[src/rtl/mod_exp_pkg.sv]
// Shared definitions for the sequential modular exponentiator:
// FSM state encoding, default widths and the worst-case latency helper.
package mod_exp_pkg;

  localparam int DEF_DATA_W = 24;
  localparam int DEF_EXP_W  = 24;

  typedef enum logic [2:0] {
    IDLE    = 3'd0,
    CHECK_M = 3'd1,
    REDUCE  = 3'd2,
    SCAN    = 3'd3,
    MUL     = 3'd4,
    SQR     = 3'd5,
    FIN     = 3'd6
  } state_e;

  // Worst case: CHECK_M, REDUCE, one SCAN plus MUL and SQR per exponent bit,
  // final SCAN and FIN. Every multiplier call costs DATA_W+2 cycles in-state
  // (one issue cycle plus DATA_W+1 cycles until its done pulse).
  function automatic int latency_bound(input int data_w, input int exp_w);
    return 3 + (1 + 2 * exp_w) * (data_w + 2) + exp_w;
  endfunction

endpackage

[src/rtl/mod_exp_seq_if.sv]
// Request/response bundle between a requester and the modular exponentiator.
interface mod_exp_seq_if
  import mod_exp_pkg::*;
#(
  parameter int DATA_W = DEF_DATA_W,
  parameter int EXP_W  = DEF_EXP_W
);

  logic              start;
  logic [DATA_W-1:0] base;
  logic [EXP_W-1:0]  exponent;
  logic [DATA_W-1:0] modulus;
  logic              busy;
  logic              done;
  logic [DATA_W-1:0] result;
  logic              err;

  modport master (
    output start, base, exponent, modulus,
    input  busy, done, result, err
  );

  modport slave (
    input  start, base, exponent, modulus,
    output busy, done, result, err
  );

endinterface

[src/rtl/mod_mul.sv]
// Interleaved shift-add modular multiplier: p = a*b mod m, one bit of b per
// cycle, MSB first. Requires a < m and m >= 2; b may be any value. The running
// remainder is two bits wider than the data so 2r + a never overflows before
// it is reduced.
module mod_mul
  import mod_exp_pkg::*;
#(
  parameter int DATA_W = DEF_DATA_W
) (
  input  logic              clk,
  input  logic              rst,
  input  logic              start,
  input  logic [DATA_W-1:0] a,
  input  logic [DATA_W-1:0] b,
  input  logic [DATA_W-1:0] m,
  output logic              done,
  output logic [DATA_W-1:0] p
);

  localparam int ACC_W = DATA_W + 2;
  localparam int CNT_W = $clog2(DATA_W + 1);
  localparam logic [CNT_W-1:0] LAST_BIT = CNT_W'(DATA_W - 1);

  logic              active_q, active_d;
  logic [CNT_W-1:0]  cnt_q, cnt_d;
  logic [DATA_W-1:0] a_q, a_d;
  logic [DATA_W-1:0] b_q, b_d;
  logic [DATA_W-1:0] m_q, m_d;
  logic [ACC_W-1:0]  r_q, r_d;
  logic              done_q, done_d;
  logic [DATA_W-1:0] p_q, p_d;

  logic [ACC_W-1:0]  m_ext;
  logic [ACC_W-1:0]  r_dbl;
  logic [ACC_W-1:0]  r_sum;

  // One iteration: double, reduce, conditionally add a, reduce again.
  always_comb begin
    m_ext = {2'b00, m_q};
    r_dbl = {r_q[ACC_W-2:0], 1'b0};
    if (r_dbl >= m_ext) begin
      r_dbl = r_dbl - m_ext;
    end
    r_sum = r_dbl;
    if (b_q[DATA_W-1]) begin
      r_sum = r_dbl + {2'b00, a_q};
    end
    if (r_sum >= m_ext) begin
      r_sum = r_sum - m_ext;
    end
  end

  // Load operands on start, then walk b until its last bit has been consumed.
  always_comb begin
    active_d = active_q;
    cnt_d    = cnt_q;
    a_d      = a_q;
    b_d      = b_q;
    m_d      = m_q;
    r_d      = r_q;
    done_d   = 1'b0;
    p_d      = p_q;
    if (start) begin
      active_d = 1'b1;
      cnt_d    = '0;
      a_d      = a;
      b_d      = b;
      m_d      = m;
      r_d      = '0;
    end else if (active_q) begin
      r_d   = r_sum;
      b_d   = {b_q[DATA_W-2:0], 1'b0};
      cnt_d = cnt_q + 1'b1;
      if (cnt_q == LAST_BIT) begin
        active_d = 1'b0;
        done_d   = 1'b1;
        p_d      = r_sum[DATA_W-1:0];
      end
    end
  end

  // Multiplier state register.
  always_ff @(posedge clk) begin
    if (rst) begin
      active_q <= 1'b0;
      cnt_q    <= '0;
      a_q      <= '0;
      b_q      <= '0;
      m_q      <= '0;
      r_q      <= '0;
      done_q   <= 1'b0;
      p_q      <= '0;
    end else begin
      active_q <= active_d;
      cnt_q    <= cnt_d;
      a_q      <= a_d;
      b_q      <= b_d;
      m_q      <= m_d;
      r_q      <= r_d;
      done_q   <= done_d;
      p_q      <= p_d;
    end
  end

  assign done = done_q;
  assign p    = p_q;

endmodule

[src/rtl/mod_exp_seq.sv]
// Sequential right-to-left modular exponentiator: result = base^exponent mod
// modulus. A single mod_mul is time-shared for the initial base reduction, the
// accumulator multiply and the squaring step.
module mod_exp_seq
  import mod_exp_pkg::*;
#(
  parameter int DATA_W = DEF_DATA_W,
  parameter int EXP_W  = DEF_EXP_W
) (
  input  logic          clk,
  input  logic          rst,
  mod_exp_seq_if.slave  bus
);

  state_e            state_q, state_d;
  logic [DATA_W-1:0] base_q, base_d;
  logic [DATA_W-1:0] mod_q, mod_d;
  logic [EXP_W-1:0]  e_q, e_d;
  logic [DATA_W-1:0] x_q, x_d;
  logic [DATA_W-1:0] acc_q, acc_d;
  logic [DATA_W-1:0] result_q, result_d;
  logic              busy_q, busy_d;
  logic              done_q, done_d;
  logic              err_q, err_d;
  logic              issued_q, issued_d;
  logic              shifted_q, shifted_d;

  logic              mm_start;
  logic [DATA_W-1:0] mm_a;
  logic [DATA_W-1:0] mm_b;
  logic              mm_done;
  logic [DATA_W-1:0] mm_p;

  mod_mul #(
    .DATA_W (DATA_W)
  ) u_mod_mul (
    .clk   (clk),
    .rst   (rst),
    .start (mm_start),
    .a     (mm_a),
    .b     (mm_b),
    .m     (mod_q),
    .done  (mm_done),
    .p     (mm_p)
  );

  // Next-state logic: each multiplier state issues one call, waits for its
  // done pulse, then commits the product. The exponent shifts exactly once
  // per bit, either in MUL or, if MUL was skipped, in SQR.
  always_comb begin
    state_d   = state_q;
    base_d    = base_q;
    mod_d     = mod_q;
    e_d       = e_q;
    x_d       = x_q;
    acc_d     = acc_q;
    result_d  = result_q;
    err_d     = err_q;
    issued_d  = issued_q;
    shifted_d = shifted_q;
    mm_start  = 1'b0;
    mm_a      = x_q;
    mm_b      = x_q;

    unique case (state_q)
      IDLE: begin
        if (bus.start) begin
          base_d  = bus.base;
          e_d     = bus.exponent;
          mod_d   = bus.modulus;
          err_d   = 1'b0;
          state_d = CHECK_M;
        end
      end

      CHECK_M: begin
        if (mod_q == '0) begin
          result_d = '0;
          err_d    = 1'b1;
          state_d  = FIN;
        end else if (mod_q == DATA_W'(1)) begin
          result_d = '0;
          state_d  = FIN;
        end else begin
          state_d = REDUCE;
        end
      end

      REDUCE: begin
        mm_a = DATA_W'(1);
        mm_b = base_q;
        if (!issued_q) begin
          mm_start = 1'b1;
          issued_d = 1'b1;
        end else if (mm_done) begin
          x_d       = mm_p;
          acc_d     = DATA_W'(1);
          issued_d  = 1'b0;
          shifted_d = 1'b0;
          state_d   = SCAN;
        end
      end

      SCAN: begin
        shifted_d = 1'b0;
        if (e_q == '0) begin
          result_d = acc_q;
          state_d  = FIN;
        end else if (e_q[0]) begin
          state_d = MUL;
        end else begin
          state_d = SQR;
        end
      end

      MUL: begin
        mm_a = acc_q;
        mm_b = x_q;
        if (!issued_q) begin
          mm_start = 1'b1;
          issued_d = 1'b1;
        end else if (mm_done) begin
          acc_d     = mm_p;
          e_d       = e_q >> 1;
          shifted_d = 1'b1;
          issued_d  = 1'b0;
          if ((e_q >> 1) == '0) begin
            state_d = SCAN;
          end else begin
            state_d = SQR;
          end
        end
      end

      SQR: begin
        mm_a = x_q;
        mm_b = x_q;
        if (!issued_q) begin
          mm_start = 1'b1;
          issued_d = 1'b1;
        end else if (mm_done) begin
          x_d      = mm_p;
          issued_d = 1'b0;
          if (!shifted_q) begin
            e_d = e_q >> 1;
          end
          state_d = SCAN;
        end
      end

      FIN: begin
        state_d = IDLE;
      end

      default: begin
        state_d = IDLE;
      end
    endcase

    busy_d = (state_d != IDLE);
    done_d = (state_d == FIN);
  end

  // Exponentiator state and registered outputs.
  always_ff @(posedge clk) begin
    if (rst) begin
      state_q   <= IDLE;
      base_q    <= '0;
      mod_q     <= '0;
      e_q       <= '0;
      x_q       <= '0;
      acc_q     <= '0;
      result_q  <= '0;
      busy_q    <= 1'b0;
      done_q    <= 1'b0;
      err_q     <= 1'b0;
      issued_q  <= 1'b0;
      shifted_q <= 1'b0;
    end else begin
      state_q   <= state_d;
      base_q    <= base_d;
      mod_q     <= mod_d;
      e_q       <= e_d;
      x_q       <= x_d;
      acc_q     <= acc_d;
      result_q  <= result_d;
      busy_q    <= busy_d;
      done_q    <= done_d;
      err_q     <= err_d;
      issued_q  <= issued_d;
      shifted_q <= shifted_d;
    end
  end

  assign bus.busy   = busy_q;
  assign bus.done   = done_q;
  assign bus.result = result_q;
  assign bus.err    = err_q;

endmodule

[src/flat_wrapper.sv]
// flat-port wrapper written by rule: the top's interface ports become plain ports
module mod_exp_seq_flat import mod_exp_pkg::*;
#(
  parameter int DATA_W = DEF_DATA_W,
  parameter int EXP_W  = DEF_EXP_W
)
  (clk, rst, bus_start, bus_base, bus_exponent, bus_modulus, bus_busy, bus_done, bus_result, bus_err);
  mod_exp_seq_if #(.DATA_W(DATA_W), .EXP_W(EXP_W)) bus_i ();
  input  logic clk;
  input  logic rst;
  input wire logic [$bits(bus_i.start)-1:0] bus_start;
  input wire logic [$bits(bus_i.base)-1:0] bus_base;
  input wire logic [$bits(bus_i.exponent)-1:0] bus_exponent;
  input wire logic [$bits(bus_i.modulus)-1:0] bus_modulus;
  output wire logic [$bits(bus_i.busy)-1:0] bus_busy;
  output wire logic [$bits(bus_i.done)-1:0] bus_done;
  output wire logic [$bits(bus_i.result)-1:0] bus_result;
  output wire logic [$bits(bus_i.err)-1:0] bus_err;
  assign bus_i.start = bus_start;
  assign bus_i.base = bus_base;
  assign bus_i.exponent = bus_exponent;
  assign bus_i.modulus = bus_modulus;
  assign bus_busy = bus_i.busy;
  assign bus_done = bus_i.done;
  assign bus_result = bus_i.result;
  assign bus_err = bus_i.err;
  mod_exp_seq #(.DATA_W(DATA_W), .EXP_W(EXP_W)) u_core (.clk(clk), .rst(rst), .bus(bus_i));
endmodule
[config.mk]
export PLATFORM = sky130hd
export DESIGN_NAME = mod_exp_seq_flat
export DESIGN_NICKNAME = d
export VERILOG_FILES = /design/src/rtl/mod_exp_pkg.sv /design/src/rtl/mod_exp_seq_if.sv /design/src/rtl/mod_mul.sv /design/src/rtl/mod_exp_seq.sv /design/src/flat_wrapper.sv
export SDC_FILE = /design/constraint.sdc
export NUM_CORES = 1
export LEC_CHECK = 0
export BUFFER_PORTS_ARGS = -buffer_cell sky130_fd_sc_hd__buf_2
export CORE_MARGIN = 4
export CORE_UTILIZATION = 30
export CTS_CLUSTER_DIAMETER = 50
export DETAILED_ROUTE_END_ITERATION = 8
export SYNTH_ARGS = -nofsm -noshare
export SYNTH_HDL_FRONTEND = slang
export SYNTH_HIERARCHICAL = 1
export SYNTH_SLANG_ARGS = --single-unit
[constraint.sdc]
create_clock -name clk -period 6.5 [get_ports clk]
set_clock_uncertainty 0.2 [all_clocks]
set_input_delay 0.65 -clock clk [delete_from_list [all_inputs] [get_ports clk]]
set_output_delay 0.65 -clock clk [all_outputs]
set_load 0.01 [all_outputs]
* After elaboration in Yosys (flattened, before gate mapping)
Cells that the tools add are included.
W data, S select, Z words.
** Storage, ports and cells
- Register bits :: 280
- Bits of input ports :: 75
- Output and inout bits :: 27
- Word-level logic and storage cells :: 120
** Operators by class
- Add/subtract/negate cells :: 4
- $lt $le $gt $ge :: 2
- Equal/unequal tests :: 19
- Muxes and demuxes :: 50
- Bitwise logic cells :: 2
- Reduce and logical (&&, ||, !) cells :: 23
** Operators by type and width (count)
- $mux W24 :: 16
- $pmux W24 S2 :: 3
- $logic_not A24 Y1 :: 3
- $pmux W24 S3 :: 1
- $ge A26 B24 Y1 :: 2
- $mux W26 :: 2
- $mux W3 :: 9
- $add A26 B24 Y26 :: 1
- $sub A26 B24 Y26 :: 1
- $mux W25 :: 1
- $sub A25 B24 Y25 :: 1
- $eq A24 B1 Y1 const B :: 1
- $mux W1 :: 15
- $pmux W3 S5 :: 1
- $reduce_and A3 Y1 :: 4
- $ne A2 B1 Y1 const B :: 5
- $ne A2 B2 Y1 const B :: 5
- $reduce_and A5 Y1 :: 2
- $eq A3 B3 Y1 const B :: 3
- $reduce_bool A3 Y1 :: 3
- $reduce_bool A2 Y1 :: 4
- $reduce_and A7 Y1 :: 1
- $eq A3 B2 Y1 const B :: 2
- $reduce_or A3 Y1 :: 2
- 10 further kinds :: 12

* Logic depth before layout (Yosys ltp)
- Depth after elaboration :: 6
- Depth in mapped cells :: 34
- Gate-level depth less buffers :: 32

* Cells and area by module
The synthesis kept the hierarchy.
** Modules (own cells, without submodules)
- mod_mul :: instances 1, cells each 1119, area an instance 9085.0 µm²
- mod_exp_seq :: instances 1, cells each 845, area an instance 6377.4 µm²

* Worst setup path before layout
Ideal clock, no wire load.
- Path kind :: register -> register
- From :: register u_core.u_mod_mul.m_q[0]
- To :: register u_core.u_mod_mul.r_q[0]
- Arrival :: 6.544 ns
- Required time :: 6.216 ns
- Slack :: -0.329 ns
- Cell stages (with the launch flop) :: 32
- Path buffers :: 1
- Clock period less this slack :: 6.829 ns
- Cells stage by stage :: dfxtp_1 inv_1 fa_1 a211oi_1 o21a_1 o31ai_4 nand4_1 a31oi_2 nor2_2 buf_2 mux2_2 ha_1 a21o_1 a2111oi_0 a21boi_1 o31ai_1 a21oi_1 nor2_1 nor2_1 xnor2_1 mux2_2 ha_1 a21oi_1 o21ai_0 nor2_1 o211ai_1 a21oi_1 o21ai_0 nor3_2 o21a_2 mux2_1 o31ai_2
** On the way
- Longest elaborated chain between the ends :: 6
- Elaborated cells between the ends (all ways) :: 8
** RTL lines
- start: declaration :: line mod_mul.sv:28 : logic [DATA_W-1:0] m_q, m_d;
- start signal: assignment :: line mod_mul.sv:98 : m_q <= m_d;
- $sub A26 B24 Y26 / $ge A26 B24 Y1 (equally long branches) :: line mod_mul.sv:42, mod_mul.sv:41
- $mux W26 :: line mod_mul.sv:41 : if (r_dbl >= m_ext) begin
- $add A26 B24 Y26 :: line mod_mul.sv:46 : r_sum = r_dbl + {2'b00, a_q};
- $mux W26 :: line mod_mul.sv:45 : if (b_q[DATA_W-1]) begin
- $sub A25 B24 Y25 / $ge A26 B24 Y1 (equally long branches) :: line mod_mul.sv:49, mod_mul.sv:48
- $mux W25 (*) :: line mod_mul.sv:48 : if (r_sum >= m_ext) begin
- end signal: assignment :: line mod_mul.sv:99 : r_q <= r_d;
- end: declaration :: line mod_mul.sv:29 : logic [ACC_W-1:0] r_q, r_d;
Every way passes the cells marked *; elsewhere a longest branch is shown, timed or not.
A chain may end at the register's enable or synchronous reset.

* Final worst setup path
- From :: register u_core.u_mod_mul.m_q[4]
- To :: register u_core.u_mod_mul.p_q[10] (netlist: u_core/u_mod_mul/p[10])
** On the way
- Longest elaborated chain between the ends :: 6
- Elaborated cells between the ends (all ways) :: 8
** RTL lines
- $sub A26 B24 Y26 / $ge A26 B24 Y1 (equally long branches) :: line mod_mul.sv:42, mod_mul.sv:41
- $mux W26 :: line mod_mul.sv:41
- $add A26 B24 Y26 :: line mod_mul.sv:46
- $mux W26 :: line mod_mul.sv:45
- $sub A25 B24 Y25 / $ge A26 B24 Y1 (equally long branches) :: line mod_mul.sv:49, mod_mul.sv:48
- $mux W25 (*) :: line mod_mul.sv:48
- end signal: assignment :: line mod_mul.sv:101 : p_q <= p_d;
- end: declaration :: line mod_mul.sv:31 : logic [DATA_W-1:0] p_q, p_d;
Marks and branches as above.

==> impl_metrics.py <==
metrics = {
    "yosys": {
        "synth-warning-count": 6,
        "top_cell_type_by_total_area_after_synthesis": "sky130_fd_sc_hd__dfxtp_1",
        "yosysSeqAreaShare_pct": 36.3,
        "post_synth_instance_area_um2": 15500,
        "synthDistinctLibCells": 76,
        "synth.net_count": 2115,
        "synth_cells": 1964,
        "synth_edf_count": 0,
        "synth_top_area_share_pct": 36.3,
        "ys_ff_latch": 280,
        "synth_area_leaders": "sky130_fd_sc_hd__dfxtp_1 (36%), sky130_fd_sc_hd__nand2_1 (8.6%), sky130_fd_sc_hd__a21oi_1 (7.3%), sky130_fd_sc_hd__mux2i_1 (6.3%), sky130_fd_sc_hd__ha_1 (5.9%)",
        "synth_flop_cell": "sky130_fd_sc_hd__dfxtp_1",
        "ys_async_sr_fraction_pct": 0,
        "avgSynthCellArea_um2": 7.87,
    },
    "timing": {
        "top_achievable_clock_speed_mhz": 149,
        "grt_setup_unrepaired": "yes",
        "worstMarginPinSlew_ns": 1.26,
        "finalSetupViolCount": 44,
        "final_critical_path_setup_slack_ns": -0.212,
        "timing.final.hold_violations": 0,
        "timing.final.crit_share_pct": 103,
        "slew_headroom_pct": 16.0,
        "fin_setup_tns_ns": -4.61,
        "fin_hold_ws_ns": 0.149,
        "finalWorstPathRequiredPeriod_ns": 6.71,
        "slew_viol_final": 0,
    },
    "cells_and_area": {
        "layoutNonFillerInstCount": 2947,
        "fraction_of_layout_cells_with_a_size_suffix_above_1_pct": 28.1,
        "area.growth.synth_to_final_pct": 33.7,
        "nets": 2398,
        "final_common_cell": "sky130_fd_sc_hd__nand2_1",
        "layout_common_cells": "sky130_fd_sc_hd__nand2_1 (349), sky130_fd_sc_hd__dfxtp_1 (272), sky130_fd_sc_hd__buf_4 (242), sky130_fd_sc_hd__nor2_1 (225), sky130_fd_sc_hd__a21oi_1 (193)",
    },
    "worst_setup_path": {
        "critical_path.max_stage_delay_ns": 0.37,
        "startpoint_class": "flop",
        "critical_path.reg2reg.endpoint": "u_core/u_mod_mul/p[10]$_SDFFE_PP0P_",
        "crit_fanout": 8,
        "timing.critical_path.to_type": "flop",
        "worst_ep_required_time_ns": 6.65,
        "timing.critical_path.to": "u_core/u_mod_mul/p[10]$_SDFFE_PP0P_",
        "worst_path_max_delay_cell": "sky130_fd_sc_hd__o211ai_1",
        "cp-startpoint": "u_core/u_mod_mul/m_q[4]$_SDFFE_PP0P_",
        "worstSetupPathDepth": 32,
        "setup.worst_path.class": "reg -> reg",
        "reg2reg_slack_ns": -0.21,
        "worst_r2r_path_depth": 32,
        "buf_inv_on_cp": 6,
        "arrival_worst_endpoint_ns": 6.86,
        "cpLargestDelayFamily": "compound AO/OA/AOI/OAI gates",
        "worstReg2RegStart": "u_core/u_mod_mul/m_q[4]$_SDFFE_PP0P_",
    },
    "cts": {
        "clk_transition_reported_paths_ns": 0.06,
        "cts_root_buf": "sky130_fd_sc_hd__clkbuf_16",
        "numCtsBuffers": 38,
        "cts_max_path_buffers": 3,
        "clkSinkCount": 280,
        "worstSkewPairLatency_ns": 0.53,
        "clock_tree.htree_level_count": 2,
        "cts_tree": "built",
        "cts_hold_repair.buffers": 0,
    },
    "global_route": {
        "first_global_vias": 14482,
        "grt_first_pass_wirelength_um": 79000,
        "grt_usage_pct": 17.2,
        "antenna_found_initial": 0,
        "final_global_route_overflow_total": 0,
        "grt_max_degree": 163,
    },
    "place": {
        "finalWeightedCongestion": 0.930,
        "place_worst_setup_slack_ns": -0.499,
        "hpwlAfterDp_um": 36300,
        "placement.io_buffers": 101,
        "post-place-cells": 2852,
    },
    "drt": {
        "remaining_drc_errors": 0,
        "first_iter_violations": 1022,
        "via_count": 15068,
        "ant_nets": 0,
        "wl_um": 50800,
        "drt-pass1-iter-count": 5,
        "post_drt_via_cell_ratio": 5.11,
        "routedWlPerCell_um": 17.2,
    },
    "flow_run": {
        "max_cap_viol_count": 0,
    },
    "floorplanning": {
        "area_enclosed_by_the_die_boundary_um2": 55200,
        "die_width_um": 235,
        "die_h_um": 235,
        "floorplan.initialDensity_pct": 30.6,
        "placeableCoreArea_um2": 50600,
        "top_level_ports": 102,
        "floorplan.rows": 82,
    },
    "run_status": {
        "failing_checks": "setup timing",
        "run_status": "finished with violations",
    },
    "worst_hold_path": {
        "hold_path.class": "in -> reg",
    },
}
worst min path at each step:
stage	from	endpoint	slack (ns)	cells after the start
floorplan	u_core/base_q[0]$_SDFFE_PP0P_	u_core/base_q[0]$_SDFFE_PP0P_	0.24	2
global placement	u_core/bus.result[11]$_SDFFE_PP0P_	u_core/bus.result[11]$_SDFFE_PP0P_	0.24	2
detailed placement	u_core/bus.result[12]$_SDFFE_PP0P_	u_core/bus.result[12]$_SDFFE_PP0P_	0.24	2
CTS	bus_modulus[0]	u_core/mod_q[0]$_SDFFE_PP0P_	0.12	3
global route	bus_modulus[0]	u_core/mod_q[0]$_SDFFE_PP0P_	0.14	3
finish	bus_modulus[17]	u_core/mod_q[17]$_SDFFE_PP0P_	0.15	3
per-layer routing:
layer | share of wire (%) | global-route usage (%) | vias up
met5 | 0 | 0 | -
met4 | 2.7 | 4.39 | 0
met3 | 4.9 | 2.31 | 77
met2 | 47 | 29.1 | 376
met1 | 45 | 23.3 | 7200
li1 | - | - | 7415
kinds of logic (layout without fill, tap and decap cells):
group	after synthesis	count (layout)	synth area share, %
compound gates	510	510	20.9
xor+xnor	65	65	3.68
fa+ha+maj	76	76	6.30
buf+inv	170	479	4.79
flops	280	280	36.3
mux	116	116	7.66
other cells	0	1	0
simple gates	747	748	20.4
synthesized netlist by cell type (3+ instances only):
library cell	n
sky130_fd_sc_hd__nand2_1	353
sky130_fd_sc_hd__dfxtp_1	280
sky130_fd_sc_hd__nor2_1	234
sky130_fd_sc_hd__a21oi_1	225
sky130_fd_sc_hd__mux2i_1	97
sky130_fd_sc_hd__o21ai_0	87
sky130_fd_sc_hd__ha_1	73
sky130_fd_sc_hd__clkbuf_1	68
sky130_fd_sc_hd__inv_1	54
sky130_fd_sc_hd__nand3_1	49
sky130_fd_sc_hd__xnor2_1	41
sky130_fd_sc_hd__a211oi_1	34
sky130_fd_sc_hd__nor3_1	25
sky130_fd_sc_hd__a22oi_1	24
sky130_fd_sc_hd__xor2_1	24
sky130_fd_sc_hd__a21o_1	21
sky130_fd_sc_hd__o21a_1	20
sky130_fd_sc_hd__mux2_2	18
sky130_fd_sc_hd__buf_1	17
sky130_fd_sc_hd__buf_2	16
sky130_fd_sc_hd__nor4_1	16
sky130_fd_sc_hd__a311oi_1	15
sky130_fd_sc_hd__nand2b_1	14
sky130_fd_sc_hd__a311oi_2	10
sky130_fd_sc_hd__nand4_1	10
sky130_fd_sc_hd__nor2b_1	10
sky130_fd_sc_hd__o21bai_1	10
sky130_fd_sc_hd__o31ai_1	10
sky130_fd_sc_hd__o211ai_1	9
sky130_fd_sc_hd__buf_4	8
sky130_fd_sc_hd__and2_1	7
sky130_fd_sc_hd__buf_6	7
sky130_fd_sc_hd__a31oi_1	6
sky130_fd_sc_hd__and3_1	6
sky130_fd_sc_hd__nor2_2	4
sky130_fd_sc_hd__a2111oi_0	3
sky130_fd_sc_hd__a221oi_1	3
sky130_fd_sc_hd__fa_1	3
sky130_fd_sc_hd__o31a_1	3
sky130_fd_sc_hd__or2_2	3
sky130_fd_sc_hd__or3_1	3
worst reg2reg max path: cells and delay by family (launching register included):
family | cells | cell delay [ns]
muxes | 2 | 0.63
DFF | 1 | 0.33
and+or+nand+nor | 9 | 1.33
adders and majority gates | 4 | 1.07
buffers and inverters | 6 | 0.73
xor gates and xnor gates | 1 | 0.11
AOI/OAI and AO/OA | 10 | 2.14
per-stage QoR:
step                area, um2  utilization, %
global route            20700            40.9
floorplan               15500               -
CTS                     19800            39.2
detailed placement      18100            35.8
global placement        18100            35.8
finish                  20700            40.9
timing repair:
action,in CTS,in global routing
endpoints found under the setup margin,48,49
resized for setup,96,136
pin swaps,33,58
endpoints found under the hold margin,0,0
cloned,1,0
buffers inserted,13,14
layout make-up:
cell class / count / area, um2
inverters: 54 / 205
diodes: 1 / 2.50
fillers: 5048 / 29900
multi-input cells: 1515 / 10300
repair buffers: 358 / 2540
flip-flops and latches: 280 / 5620
well taps: 672 / 841
clock buffers: 50 / 1070
clock inverters: 17 / 128
state kept, by name (all words and copies together), names as in the netlist, 3 cells and up:
| register | cells |
|---|---|
| u_core/u_mod_mul/cnt_q | 5 |
| u_core/state_q | 3 |
| u_core/u_mod_mul/b_q | 24 |
| u_core/base_q | 24 |
| u_core/u_mod_mul/p | 24 |
| u_core/u_mod_mul/m_q | 24 |
| u_core/u_mod_mul/a_q | 24 |
| u_core/u_mod_mul/r_q | 25 |
| u_core/x_q | 24 |
| u_core/bus.result | 24 |
| u_core/acc_q | 24 |
| u_core/mod_q | 24 |
| u_core/e_q | 24 |
Power is not shown: default switching activity piles up to over one toggle a cycle in this logic, so the estimate is an artifact.
